**src/rtl/uart_rx_pkg.sv**
```systemverilog
// rtl/uart_rx_pkg.sv - shared state type, sampling offsets and parity encodings for the UART receiver
package uart_rx_pkg;

  typedef enum logic [2:0] {
    IDLE,
    START,
    DATA,
    PARITY,
    STOP1,
    STOP2
  } uart_rx_state_t;

  localparam int SMP_OFS_LO = -1;
  localparam int SMP_OFS_HI = 1;

  localparam logic PAR_EVEN = 1'b0;
  localparam logic PAR_ODD  = 1'b1;

  function automatic logic maj3(input logic a, input logic b, input logic c);
    return (a & b) | (a & c) | (b & c);
  endfunction

endpackage

```
**src/rtl/uart_rx_sampler.sv**
```systemverilog
// rtl/uart_rx_sampler.sv - rx synchroniser and 3-sample majority vote around mid-bit
module uart_rx_sampler
  import uart_rx_pkg::*;
#(
  parameter int PRESCALE_W  = 6,
  parameter int SYNC_STAGES = 2
) (
  input  logic                  clk,
  input  logic                  rst,
  input  logic                  rx_in,
  input  logic                  en,
  input  logic [PRESCALE_W-1:0] edge_cnt,
  input  logic [PRESCALE_W-1:0] half,
  output logic                  rx_s,
  output logic                  vote,
  output logic                  vote_valid
);

  generate
    if (SYNC_STAGES > 0) begin : g_sync
      logic [SYNC_STAGES-1:0] sync_q;
      always_ff @(posedge clk) begin
        if (!rst) sync_q <= '1;
        else      sync_q <= (sync_q << 1) | SYNC_STAGES'(rx_in);
      end
      assign rx_s = sync_q[SYNC_STAGES-1];
    end else begin : g_nosync
      assign rx_s = rx_in;
    end
  endgenerate

  logic [PRESCALE_W-1:0] idx_lo;
  logic [PRESCALE_W-1:0] idx_hi;
  logic                  s_lo;
  logic                  s_mid;

  assign idx_lo = PRESCALE_W'(int'(half) + SMP_OFS_LO);
  assign idx_hi = PRESCALE_W'(int'(half) + SMP_OFS_HI);

  // third sample feeds the vote directly, so the result lands one cycle after it
  always_ff @(posedge clk) begin
    if (!rst) begin
      s_lo       <= 1'b1;
      s_mid      <= 1'b1;
      vote       <= 1'b1;
      vote_valid <= 1'b0;
    end else begin
      vote_valid <= 1'b0;
      if (en) begin
        if (edge_cnt == idx_lo) s_lo <= rx_s;
        if (edge_cnt == half)   s_mid <= rx_s;
        if (edge_cnt == idx_hi) begin
          vote       <= maj3(s_lo, s_mid, rx_s);
          vote_valid <= 1'b1;
        end
      end
    end
  end

endmodule

```
**src/rtl/uart_rx_param.sv**
```systemverilog
// rtl/uart_rx_param.sv - parametrised UART receiver: frame FSM, bit counters, shift register, parity/stop checks
module uart_rx_param
  import uart_rx_pkg::*;
#(
  parameter int DATA_W      = 8,
  parameter int PRESCALE_W  = 6,
  parameter int SYNC_STAGES = 2
) (
  input  logic                  clk,
  input  logic                  rst,
  input  logic                  rx_in,
  input  logic [PRESCALE_W-1:0] prescale,
  input  logic                  par_en,
  input  logic                  par_type,
  input  logic                  stop2,
  output logic [DATA_W-1:0]     p_data,
  output logic                  data_valid,
  output logic                  par_err,
  output logic                  stp_err,
  output logic                  busy
);

  localparam int BIT_W = (DATA_W > 1) ? $clog2(DATA_W) : 1;

  uart_rx_state_t        state, state_nxt;
  logic [PRESCALE_W-1:0] edge_cnt, prescale_q, half;
  logic [BIT_W-1:0]      bit_cnt;
  logic [DATA_W-1:0]     shreg;
  logic                  par_en_q, par_type_q, stop2_q;
  logic                  par_bad, stp_bad, armed;
  logic                  rx_s, vote, vote_valid;
  logic                  start_det, wrap, last_bit;
  logic                  done, done_par, done_stp;

  uart_rx_sampler #(
    .PRESCALE_W (PRESCALE_W),
    .SYNC_STAGES(SYNC_STAGES)
  ) u_sampler (
    .clk       (clk),
    .rst       (rst),
    .rx_in     (rx_in),
    .en        (state != IDLE),
    .edge_cnt  (edge_cnt),
    .half      (half),
    .rx_s      (rx_s),
    .vote      (vote),
    .vote_valid(vote_valid)
  );

  assign half      = prescale_q >> 1;
  assign wrap      = (edge_cnt == prescale_q - PRESCALE_W'(1));
  assign last_bit  = (bit_cnt == BIT_W'(DATA_W - 1));
  // armed blocks re-triggering on a held-low line after a break
  assign start_det = (state == IDLE) && armed && !rx_s;
  assign busy      = (state != IDLE);

  always_comb begin
    state_nxt = state;
    done      = 1'b0;
    done_par  = par_bad;
    done_stp  = stp_bad;
    case (state)
      IDLE:   if (start_det) state_nxt = START;
      START:  if (vote_valid && vote) state_nxt = IDLE;
              else if (wrap) state_nxt = DATA;
      DATA:   if (wrap && last_bit) state_nxt = par_en_q ? PARITY : STOP1;
      PARITY: if (wrap) state_nxt = STOP1;
      STOP1:  if (vote_valid && !stop2_q) begin
                done      = 1'b1;
                state_nxt = IDLE;
              end else if (wrap && stop2_q) begin
                state_nxt = STOP2;
              end
      STOP2:  if (vote_valid) begin
                done      = 1'b1;
                state_nxt = IDLE;
              end
      default: state_nxt = IDLE;
    endcase
    if (done && !vote) done_stp = 1'b1;
  end

  always_ff @(posedge clk) begin
    if (!rst) begin
      state      <= IDLE;
      edge_cnt   <= '0;
      bit_cnt    <= '0;
      shreg      <= '0;
      p_data     <= '0;
      data_valid <= 1'b0;
      par_err    <= 1'b0;
      stp_err    <= 1'b0;
      prescale_q <= '0;
      par_en_q   <= 1'b0;
      par_type_q <= PAR_EVEN;
      stop2_q    <= 1'b0;
      par_bad    <= 1'b0;
      stp_bad    <= 1'b0;
      armed      <= 1'b1;
    end else begin
      state      <= state_nxt;
      data_valid <= done && !done_par && !done_stp;
      par_err    <= done && done_par;
      stp_err    <= done && done_stp;
      if (done && !done_par && !done_stp) p_data <= shreg;

      if (state == IDLE) begin
        edge_cnt <= '0;
        bit_cnt  <= '0;
        if (rx_s) armed <= 1'b1;
        if (start_det) begin
          prescale_q <= prescale;
          par_en_q   <= par_en;
          par_type_q <= par_type ? PAR_ODD : PAR_EVEN;
          stop2_q    <= stop2;
          par_bad    <= 1'b0;
          stp_bad    <= 1'b0;
        end
      end else begin
        edge_cnt <= wrap ? '0 : edge_cnt + PRESCALE_W'(1);
        if (state == DATA && wrap) bit_cnt <= last_bit ? '0 : bit_cnt + BIT_W'(1);
        if (vote_valid) begin
          case (state)
            DATA:         shreg <= {vote, shreg[DATA_W-1:1]};
            PARITY:       par_bad <= (vote != ((^shreg) ^ (par_type_q == PAR_ODD)));
            STOP1, STOP2: if (!vote) stp_bad <= 1'b1;
            default:      ;
          endcase
        end
      end

      if (done && done_stp) armed <= 1'b0;
    end
  end

endmodule
```
**config.mk**
```make
export PLATFORM = sky130hd
export DESIGN_NAME = uart_rx_param
export DESIGN_NICKNAME = d
export VERILOG_FILES = /design/src/rtl/uart_rx_pkg.sv /design/src/rtl/uart_rx_sampler.sv /design/src/rtl/uart_rx_param.sv
export SDC_FILE = /design/constraint.sdc
export NUM_CORES = 1
export LEC_CHECK = 0
export BUFFER_PORTS_ARGS = -buffer_cell sky130_fd_sc_hd__buf_2
export CAP_MARGIN = 20
export CORE_MARGIN = 3
export CORE_UTILIZATION = 25
export DETAILED_ROUTE_END_ITERATION = 8
export PLACE_DENSITY = 0.49
export SETUP_SLACK_MARGIN = 0.05
export SLEW_MARGIN = 20
export SYNTH_ARGS = -nofsm -noshare
export SYNTH_HDL_FRONTEND = slang
export SYNTH_SLANG_ARGS = --single-unit
```
**constraint.sdc**
```tcl
create_clock -name clk -period 7.05 [get_ports clk]
set_clock_uncertainty 0.15 [all_clocks]
set_input_delay 2.115 -clock clk [delete_from_list [all_inputs] [get_ports clk]]
set_output_delay 2.115 -clock clk [all_outputs]
set_load 0.1 [all_outputs]
```
==> results.sh <==
export IMPL_post_dp_hpwl_um=3880
export IMPL_root_buffer="clkbuf_8"
export IMPL_powerDensity_nw_per_um2=260
export IMPL_synthesis_area_um2=2450
export IMPL_clock_sinks=49
export IMPL_reg2regPathDepth=8
export IMPL_clk_insertion_delay_late_ns=0.31
export IMPL_timing_final_crit_share_pct=55.2
export IMPL_antenna_cells=0
export IMPL_synth_top_area_share_pct=40.0
export IMPL_maxCapViolCount=0
export IMPL_clk_pin_slew_ns=0.10
export IMPL_drv_slew=0
export IMPL_cts_hold_buffers=0
export IMPL_cts_repair_resized=0
export IMPL_gr_usage_all_layers_pct=9.93
export IMPL_route_vias_total=1939
export IMPL_hold_depth=1
export IMPL_max_slew_margin_rel_pct=36.7
export IMPL_rows=35
export IMPL_p_leak_nw=1.20
export IMPL_critPathLaunchType="register"
export IMPL_hold_class="register to register"
export IMPL_initial_core_util_pct=26.2
export IMPL_period_needed_ns=3.89
export IMPL_synth_seq_area_share_pct=40.0
export IMPL_synth_warnings=0
export IMPL_numCtsBuffers=5
export IMPL_drcViolationCount=0
export IMPL_worstSetupPathType="register to primary output"
export IMPL_end_kind="primary output"
export IMPL_crit_buf_inv=2
export IMPL_cp_slowest_cell="dfxtp_1"
export IMPL_async_flop_share_pct=0
export IMPL_layoutNonFillerInstCount=433
export IMPL_worstPathRequired_ns=4.79
export IMPL_slowest_delay_ns=0.58
export IMPL_wl_per_cell_um=12.2
export IMPL_avgSynthCellArea_um2=8.64
export IMPL_tritoncts="yes"
export IMPL_run_status="finished clean"
export IMPL_finalNetCount=322
export IMPL_n_fill_cell=1076
export IMPL_post_cts_setup_buffers=0
export IMPL_tns_ns=0
export IMPL_drive_gt1_share_pct=12.8
export IMPL_clockBufferDepth=2
export IMPL_yosysTopAreaCell="dfxtp_1"
export IMPL_htreeDepth=2
export IMPL_path_cells="nor3_2 > inv_1 > buf_2"
export IMPL_io_buffers=23
export IMPL_grt_pass1_wl_um=8980
export IMPL_critPathMaxFanout=10
export IMPL_overflow=0
export IMPL_syn_inst=284
export IMPL_hold_violations=0
export IMPL_ios=24
export IMPL_cp_num_cells=3
export IMPL_grt_max_degree=32
export IMPL_final_setup_viol_count=0
export IMPL_tightest_slew_ns=0.948
export IMPL_ant_nets=0
export IMPL_peakVddDrop_mv=0.132
export IMPL_yosys_most_used_dff="dfxtp_1"
export IMPL_grt_pass1_vias=1847
export IMPL_path_delay_family="buffers and inverters"
export IMPL_fp_dieW_um=105
export IMPL_via_per_inst=4.48
export IMPL_fmax_mhz=257
export IMPL_arrival_ns=1.62
export IMPL_rsz0062_at_grt="false"
export IMPL_gp_congestion=0.821
export IMPL_antenna_found_initial=0
export IMPL_ys_seq_elements=49
export IMPL_syn_num_nets=303
export IMPL_yosysUniqueCellTypes=42
export IMPL_drt_wl_total_um=5290
export IMPL_synthTopCellsByArea="dfxtp_1 (40%), mux2i_1 (9.0%), nor2_1 (6.4%)"
export IMPL_fp_dieArea_um2=11000
export IMPL_synth_edf_count=0
export IMPL_die_h_um=105
export IMPL_drt_iter0_drc=58
export IMPL_finalInstanceArea_um2=2780
export IMPL_coreArea_um2=9370
export IMPL_dpl_cell_count=425
export IMPL_drtPass1Iterations=4
export IMPL_area_growth_pct=13.3
export IMPL_placed_area_um2=2680
==> cells in the final DEF (no fill, tap or decap), drive strengths merged, types with 2 or more instances in the layout <==
cell type | Yosys | layout
nand2b | 4 | 4
o2111ai | 2 | 2
nor3 | 8 | 8
o21ai | 6 | 6
xnor2 | 17 | 17
mux2i | 22 | 22
and2 | 2 | 2
nand2 | 32 | 32
nor2 | 42 | 42
clkbuf | 5 | 5
a21oi | 13 | 13
xor2 | 13 | 13
a21boi | 2 | 2
nand3 | 6 | 6
and3 | 9 | 9
inv | 13 | 15
o311ai | 3 | 3
dfxtp | 49 | 49
buf | 6 | 23
nand3b | 2 | 2
ha | 7 | 7
nand4 | 2 | 2
a31oi | 4 | 4
==> report_power, final <==
part / switching, mW / internal [mW] / total [mW]
logic: 0.140 / 0.0775 / 0.218
clock network: 0.107 / 0.0744 / 0.182
registers: 0.0319 / 0.293 / 0.324
total: 0.279 / 0.444 / 0.724
==> cells by family (layout without fill, tap and decap cells) <==
family	after synthesis	after routing	share of synthesized area, %
compound gates	39	39	11.0
xor+xnor	30	30	10.7
fa+ha+maj	7	7	3.57
buf+inv	24	44	3.98
flops	49	49	40.0
mux	22	22	8.97
simple gates	113	113	21.9
==> flip-flops by register name (all words and copies together), names as in the netlist <==
signal                   flops
done_par                     1
par_err                      1
data_valid                   1
prescale_q                   6
u_sampler.s_mid              1
state                        3
u_sampler.vote               1
armed                        1
p_data                       8
edge_cnt                     6
u_sampler.g_sync.sync_q      2
bit_cnt                      3
par_en_q                     1
shreg                        8
stop2_q                      1
par_type_q                   1
u_sampler.vote_valid         1
stp_err                      1
stp_bad                      1
u_sampler.s_lo               1
==> cells in the mapped netlist, types with 5 or more instances <==
master / number
ha_1: 7
o21ai_0: 5
a21oi_1: 13
xor2_1: 13
inv_1: 13
nand2_1: 32
dfxtp_1: 49
nand3_1: 6
xnor2_1: 17
buf_2: 6
mux2i_1: 22
clkbuf_1: 5
and3_1: 9
nor2_1: 42
nor3_1: 5
==> through the flow <==
| stage | util (%) | hold WS [ns] | setup slack [ns] | power [mW] |
|---|---|---|---|---|
| 4_1_cts | 29.7 | 0.279 | 3.14 | 0.732 |
| 3_5_place_dp | 28.6 | 0.260 | 3.51 | 0.548 |
| 3_3_place_gp | 28.6 | 0.240 | 3.55 | 0.547 |
| 6_report | 29.7 | 0.275 | 3.16 | 0.724 |
| 2_1_floorplan | - | 0.236 | 3.57 | 0.505 |
| 5_1_grt | 29.7 | 0.315 | 3.04 | 0.772 |
==> routing by layer <==
layer  routed length [µm]  global-route usage (%)  share of wire, %
met5                    0                       0                 0
met4                   77                    3.37               1.5
met3                  221                    2.29               4.2
met2                 2230                    14.5                42
met1                 2760                    14.2                52
==> worst paths after layout <==
path / from / end / slack (ns)
min: u_sampler.g_sync.sync_q[0]$_SDFF_PN1_ / u_sampler.g_sync.sync_q[1]$_SDFF_PN1_ / 0.27
max reg2reg: prescale_q[2]$_SDFFE_PN0P_ / state[2]$_SDFFE_PN0P_ / 4.60
max: state[0]$_SDFFE_PN0P_ / busy / 3.16
min reg2reg: u_sampler.g_sync.sync_q[0]$_SDFF_PN1_ / u_sampler.g_sync.sync_q[1]$_SDFF_PN1_ / 0.27
==> layout make-up <==
type | instances | area [µm²] | share of cell area (%)
multi-input cells | 211 | 1380 | 49.5
flip-flops and latches | 49 | 981 | 35.3
well taps | 129 | 161 | 5.81
repair buffers | 23 | 115 | 4.14
clock buffers | 5 | 68.8 | 2.48
inverters | 13 | 48.8 | 1.76
clock inverters | 3 | 28.8 | 1.04
No activity file was read; power rests on OpenSTA's default activity.
